===== config.mk =====
export PLATFORM = sky130hd
export DESIGN_NAME = bram_in_arbiter
export DESIGN_NICKNAME = d
export VERILOG_FILES = /design/src/rtl/bram_in_arbiter_pkg.sv /design/src/rtl/bram_in_arbiter_rr_pick.sv /design/src/rtl/bram_in_arbiter.sv
export SDC_FILE = /design/constraint.sdc
export NUM_CORES = 1
export LEC_CHECK = 0
export ABC_CLOCK_PERIOD_IN_PS = 5400
export BUFFER_PORTS_ARGS = -buffer_cell sky130_fd_sc_hd__buf_2
export CAP_MARGIN = 20
export CORE_MARGIN = 1.5
export CORE_UTILIZATION = 50
export CTS_CLUSTER_DIAMETER = 80
export DETAILED_ROUTE_END_ITERATION = 10
export GPL_ROUTABILITY_DRIVEN = 0
export PLACE_DENSITY_LB_ADDON = 0.25
export SYNTH_ARGS = -nofsm -noshare
export SYNTH_HDL_FRONTEND = slang
export SYNTH_SLANG_ARGS = --single-unit

===== constraint.sdc =====
create_clock -name clk -period 5.4 [get_ports clk]
set_input_delay 0.81 -clock clk [delete_from_list [all_inputs] [get_ports clk]]
set_output_delay 0.81 -clock clk [all_outputs]
set_load 0.05 [all_outputs]

===== src/rtl/bram_in_arbiter_pkg.sv =====
// Shared defaults, FSM state type and pointer helper for the BRAM input write arbiter.
package bram_arb_pkg;

    localparam int DEF_N_PORTS = 6;
    localparam int DEF_SEL_W   = 3;
    localparam int DEF_ADDR_W  = 10;
    localparam int DEF_LEN_W   = 4;

    typedef enum logic {
        IDLE  = 1'b0,
        BURST = 1'b1
    } state_t;

    // Round-robin pointer step, wrapping at the number of sources rather than at 2^SEL_W.
    function automatic logic [DEF_SEL_W-1:0] next_ptr(input logic [DEF_SEL_W-1:0] p,
                                                      input int unsigned n);
        if (32'(p) + 32'd1 >= n) return '0;
        return p + 1'b1;
    endfunction

endpackage


===== src/rtl/bram_in_arbiter_rr_pick.sv =====
// Combinational round-robin picker: first set req bit at or after ptr, modulo N_PORTS.
module rr_pick
    import bram_arb_pkg::*;
#(
    parameter int N_PORTS = DEF_N_PORTS,
    parameter int SEL_W   = DEF_SEL_W
) (
    input  logic [N_PORTS-1:0] req,
    input  logic [SEL_W-1:0]   ptr,
    output logic               found,
    output logic [SEL_W-1:0]   idx
);

    // Scan from the farthest offset back to ptr so the closest requester is written last.
    always_comb begin
        found = 1'b0;
        idx   = '0;
        for (int k = N_PORTS - 1; k >= 0; k--) begin
            if (req[(int'(ptr) + k) % N_PORTS]) begin
                found = 1'b1;
                idx   = SEL_W'((int'(ptr) + k) % N_PORTS);
            end
        end
    end

endmodule


===== src/rtl/bram_in_arbiter.sv =====
// Burst round-robin write arbiter for one BRAM input port; drives mux select, write enable and address.
// Optional beat-stall abort is enabled by defining BRAM_ARB_TIMEOUT_EN.
module bram_in_arbiter
    import bram_arb_pkg::*;
#(
    parameter int N_PORTS = DEF_N_PORTS,
    parameter int SEL_W   = DEF_SEL_W,
    parameter int ADDR_W  = DEF_ADDR_W,
    parameter int LEN_W   = DEF_LEN_W,
    parameter int TIMEOUT = 16
) (
    input  logic                      clk,
    input  logic                      rst_n,
    input  logic [N_PORTS-1:0]        req,
    input  logic [N_PORTS*ADDR_W-1:0] req_base,
    input  logic [N_PORTS*LEN_W-1:0]  req_len,
    output logic [N_PORTS-1:0]        grant,
    input  logic [N_PORTS-1:0]        valid,
    output logic [N_PORTS-1:0]        ready,
    output logic [SEL_W-1:0]          sel,
    output logic                      bram_we,
    output logic [ADDR_W-1:0]         bram_addr,
    output logic                      busy,
    output logic                      done,
    output logic                      timeout_err
);

    if (TIMEOUT < 1) begin : g_timeout_chk
        $error("TIMEOUT must be at least 1");
    end

    state_t              state_q;
    logic [SEL_W-1:0]    ptr_q;
    logic [SEL_W-1:0]    owner_q;
    logic [ADDR_W-1:0]   addr_q;
    logic [LEN_W-1:0]    cnt_q;
    logic [N_PORTS-1:0]  grant_q;
    logic                done_q;

    logic                pick_found;
    logic [SEL_W-1:0]    pick_idx;
    logic [ADDR_W-1:0]   base_d;
    logic [LEN_W-1:0]    len_d;
    logic [N_PORTS-1:0]  owner_oh;
    logic                beat;

    rr_pick #(
        .N_PORTS (N_PORTS),
        .SEL_W   (SEL_W)
    ) u_pick (
        .req   (req),
        .ptr   (ptr_q),
        .found (pick_found),
        .idx   (pick_idx)
    );

    always_comb begin
        base_d = '0;
        len_d  = '0;
        for (int i = 0; i < N_PORTS; i++) begin
            if (pick_idx == SEL_W'(i)) begin
                base_d = req_base[i*ADDR_W +: ADDR_W];
                len_d  = req_len[i*LEN_W +: LEN_W];
            end
        end
    end

    // Data reaches the BRAM through the external mux in the same cycle, so the enable stays combinational.
    assign owner_oh  = N_PORTS'(1) << owner_q;
    assign busy      = (state_q == BURST);
    assign ready     = busy ? owner_oh : '0;
    assign beat      = |(valid & ready);
    assign bram_we   = beat;
    assign sel       = owner_q;
    assign bram_addr = addr_q;
    assign grant     = grant_q;
    assign done      = done_q;

`ifdef BRAM_ARB_TIMEOUT_EN
    localparam int TW = $clog2(TIMEOUT + 1);
    logic [TW-1:0] tcnt_q;
    logic          tout_q;
    assign timeout_err = tout_q;
`else
    assign timeout_err = 1'b0;
`endif

    always_ff @(posedge clk or negedge rst_n) begin
        if (!rst_n) begin
            state_q <= IDLE;
            ptr_q   <= '0;
            owner_q <= '0;
            addr_q  <= '0;
            cnt_q   <= '0;
            grant_q <= '0;
            done_q  <= 1'b0;
`ifdef BRAM_ARB_TIMEOUT_EN
            tcnt_q  <= '0;
            tout_q  <= 1'b0;
`endif
        end else begin
            grant_q <= '0;
            done_q  <= 1'b0;
`ifdef BRAM_ARB_TIMEOUT_EN
            tout_q  <= 1'b0;
`endif
            case (state_q)
                IDLE: begin
                    if (pick_found) begin
                        owner_q <= pick_idx;
                        addr_q  <= base_d;
                        cnt_q   <= len_d;
                        grant_q <= N_PORTS'(1) << pick_idx;
                        state_q <= BURST;
`ifdef BRAM_ARB_TIMEOUT_EN
                        tcnt_q  <= '0;
`endif
                    end
                end
                BURST: begin
                    if (beat) begin
                        addr_q <= addr_q + 1'b1;
                        cnt_q  <= cnt_q - 1'b1;
`ifdef BRAM_ARB_TIMEOUT_EN
                        tcnt_q <= '0;
`endif
                        if (cnt_q == '0) begin
                            done_q  <= 1'b1;
                            ptr_q   <= next_ptr(owner_q, N_PORTS);
                            state_q <= IDLE;
                        end
                    end
`ifdef BRAM_ARB_TIMEOUT_EN
                    // This stalled cycle is the TIMEOUT-th one in a row: abandon the burst.
                    else if (tcnt_q == TW'(TIMEOUT - 1)) begin
                        tout_q  <= 1'b1;
                        ptr_q   <= next_ptr(owner_q, N_PORTS);
                        state_q <= IDLE;
                    end else begin
                        tcnt_q <= tcnt_q + 1'b1;
                    end
`endif
                end
                default: state_q <= IDLE;
            endcase
        end
    end

endmodule

==> results.tsv <==
metric	value	unit
status	complete, no violations	
post-detail-place hpwl	6.93	mm
number of max-cap violations	0	
TritonCTS Buffers	3	
Area after DPL	3870	sq um
syn avg cell area	8.47	sq um
Post-Syn Area	3250	sq um
setup TNS	0	ps
Post-synth ARST share	1.00	
syn nets	500	
Max Freq	221	MHz
layout cells sized above 1	0.337	
Finished Cell Area	3950	sq um
Congestion Overflow GR	0	
Detailed Routing Iterations Pass 1	5	
sequential power share	0.134	
library cells used by synthesis	68	
Post-CTS Hold Buffers	0	
Worst Path Class, Setup	reg -> reg	
Lkg Pwr	1.98	nW
CTS tree	built	
hold_ws	537	ps
vias in the first global route	3099	
internal reg-to-reg setup slack	880	ps
H-tree depth	1	
CTS Sinks	28	
final setup fails	0	
Die Ht	83.6	um
flops & latches, synth	28	
commonest cells after routing, fill and taps aside	125 x buf_2, 43 x mux2i_1, 30 x nand2_1, 30 x nor2_1, 28 x dfrtp_1	
Vias	3451	
Max clock buf depth	2	
Net Switching	0.00146	W
drt total wl	9.13	mm
largest net degree at the start of global routing	29	
# placed instances	569	
die area	7000	sq um
initial antenna violation count	0	
Worst-Skew Late Latency	290	ps
unrepaired setup endpoints after global routing	false	
worst r2r src	ptr_q[2]$_DFFE_PN0P_	
Worst Skew	9.00	ps
final hold violation count	0	
HP Class	in -> async	
Clk pwr share	0.064	
Starting Density	0.515	
First DRT Iteration DRCs	239	
Ys Warns	0	
Max VDD drop	0.000462	V
R2R Path End	bram_addr[4]$_DFFE_PN0P_	
PostCTS Resize Cnt	0	
Vias/cell	6.02	
crit-path max FO	16	
CP arrival	4690	ps
Worst EP required	5570	ps
Post-CTS Setup Bufs	0	
Root Buffer	clkbuf_8	
GRT Total Usage	0.251	
buffers added on ports	125	
# DRC	0	
NumNets Final	613	
leading cell type in the layout, fill and taps excluded	buf_2	
Syn-to-layout area delta	21.3	%
PD cells	676	nW/um^2
first-pass GRT wire length	14.6	mm
Crit. End Element	flip-flop	
die width	83.6	um
row cnt	29	
period utilization	0.837	
Core ar.	6310	sq um
Top Ports	127	
Final Max Slew Viols	0	
Ant. Diodes	0	
final antenna-violating net count	0	
Comb pwr share	0.802	
Post-synth EDFFs	0	
Top FF cell, synth	dfrtp_1	
Non-Filler Instances	573	
fin crit period	4520	ps
worst reg2reg path depth	15	
switching fraction of total power	0.548	
slew margin rel.	0.356	
sequential element share of the synthesized area	0.215	
clock slew at reported path FFs	100	ps
Worst Setup Start Kind	flip-flop	
Pint	0.00120	W
worst slew pin tran	962	ps
Synth Instances	384	
routed len/inst	15.9	um
==> how the worst max path moves through the flow <==
stage                               from                       end  cells past startpoint
finish              ptr_q[2]$_DFFE_PN0P_  bram_addr[4]$_DFFE_PN0P_                     15
global route        ptr_q[2]$_DFFE_PN0P_      cnt_q[2]$_DFFE_PN0P_                     14
CTS                 ptr_q[2]$_DFFE_PN0P_  bram_addr[5]$_DFFE_PN0P_                     15
detailed placement  ptr_q[2]$_DFFE_PN0P_  bram_addr[2]$_DFFE_PN0P_                     15
global placement    ptr_q[2]$_DFFE_PN0P_  bram_addr[4]$_DFFE_PN0P_                     15
floorplan           ptr_q[0]$_DFFE_PN0P_      cnt_q[1]$_DFFE_PN0P_                     17
==> area by class of cell <==
cell class / count / area, sq um
clock buffer: 3 / 41.3
clock inverter: 1 / 30.0
timing repair buffer: 132 / 678
tap: 77 / 96.3
multi-input combinational: 314 / 2330
sequential: 28 / 701
inverter: 18 / 67.6
fill: 582 / 2370
==> sequential cells by signal, summed over array words and instances, names as in the netlist <==
register	cells
bram_addr	10
busy	1
cnt_q	4
done	1
grant	6
ptr_q	3
sel	3
==> worst max-delay path, cell delays in order, from the launching register on <==
cell and delay, ps:
dfrtp_1 580, ha_1 420, a21oi_2 330, inv_1 140, ha_1 310, nor2b_1 280, nand3_1 150, a22o_1 250
o31a_1 340, a21oi_1 140, o221ai_1 180, a21oi_4 440, buf_4 290, mux2i_1 130, a222oi_1 280, o21ai_0 130
==> kinds of logic (layout without fill, tap and decap cells) <==
family,Yosys count,in the layout,share of synthesized area
buf+inv,42,154,0.0700
compound gates,111,111,0.244
fa+ha+maj,18,18,0.0693
mux,58,58,0.189
flops,28,28,0.215
other cells,1,1,0.00115
simple gates,122,122,0.192
xor+xnor,4,4,0.0189
==> power by group through the flow <==
stage	Clock (W)	Sequential [W]	Combinational, W
after floorplan	0	0.000456	0.00165
final	0.000171	0.000358	0.00214
after detailed placement	0	0.000359	0.00211
after global placement	0	0.000356	0.00207
after CTS	0.000173	0.000356	0.00212
after global routing	0.000183	0.000368	0.00232
==> metal layers <==
layer | global-route usage | wire [um] | part of all wire | vias to the layer above
met1 | 0.356 | 4140 | 0.45 | 1616
met5 | 0 | 0 | 0 | -
met3 | 0.0346 | 731 | 0.080 | 13
li1 | - | - | - | 1658
met4 | 0.0671 | 121 | 0.013 | 0
met2 | 0.402 | 4140 | 0.45 | 164
==> synth_stat cells, types with 3 or more instances <==
cell	number	share of area
a211oi_1	6	0.014
a21o_1	4	0.0092
a21oi_1	15	0.023
a221oi_1	3	0.0081
a222oi_1	7	0.022
a22o_1	3	0.0081
a22oi_1	3	0.0069
a31oi_1	3	0.0058
and2_1	5	0.0096
and3_1	13	0.025
buf_2	5	0.0077
buf_4	5	0.012
buf_6	6	0.021
clkbuf_1	8	0.0092
dfrtp_1	28	0.22
ha_1	18	0.069
inv_1	17	0.020
mux2_2	11	0.038
mux2i_1	43	0.13
nand2_1	30	0.035
nand2b_1	6	0.012
nand3_1	9	0.014
nand3b_1	3	0.0069
nor2_1	30	0.035
nor2b_1	5	0.0096
nor3_1	3	0.0046
o211ai_1	5	0.012
o21ai_0	24	0.037
o21ai_1	8	0.012
o2bb2ai_1	3	0.0081
or2_2	3	0.0058
or4b_1	3	0.0092
==> through the flow <==
step	total power [W]	util	worst slack [ps]
floorplan	0.00211	-	1600
global placement	0.00243	0.614	1080
detailed placement	0.00247	0.614	938
CTS	0.00265	0.625	919
global route	0.00287	0.625	409
finish	0.00267	0.625	879
Power figures use the tool's default switching activity.
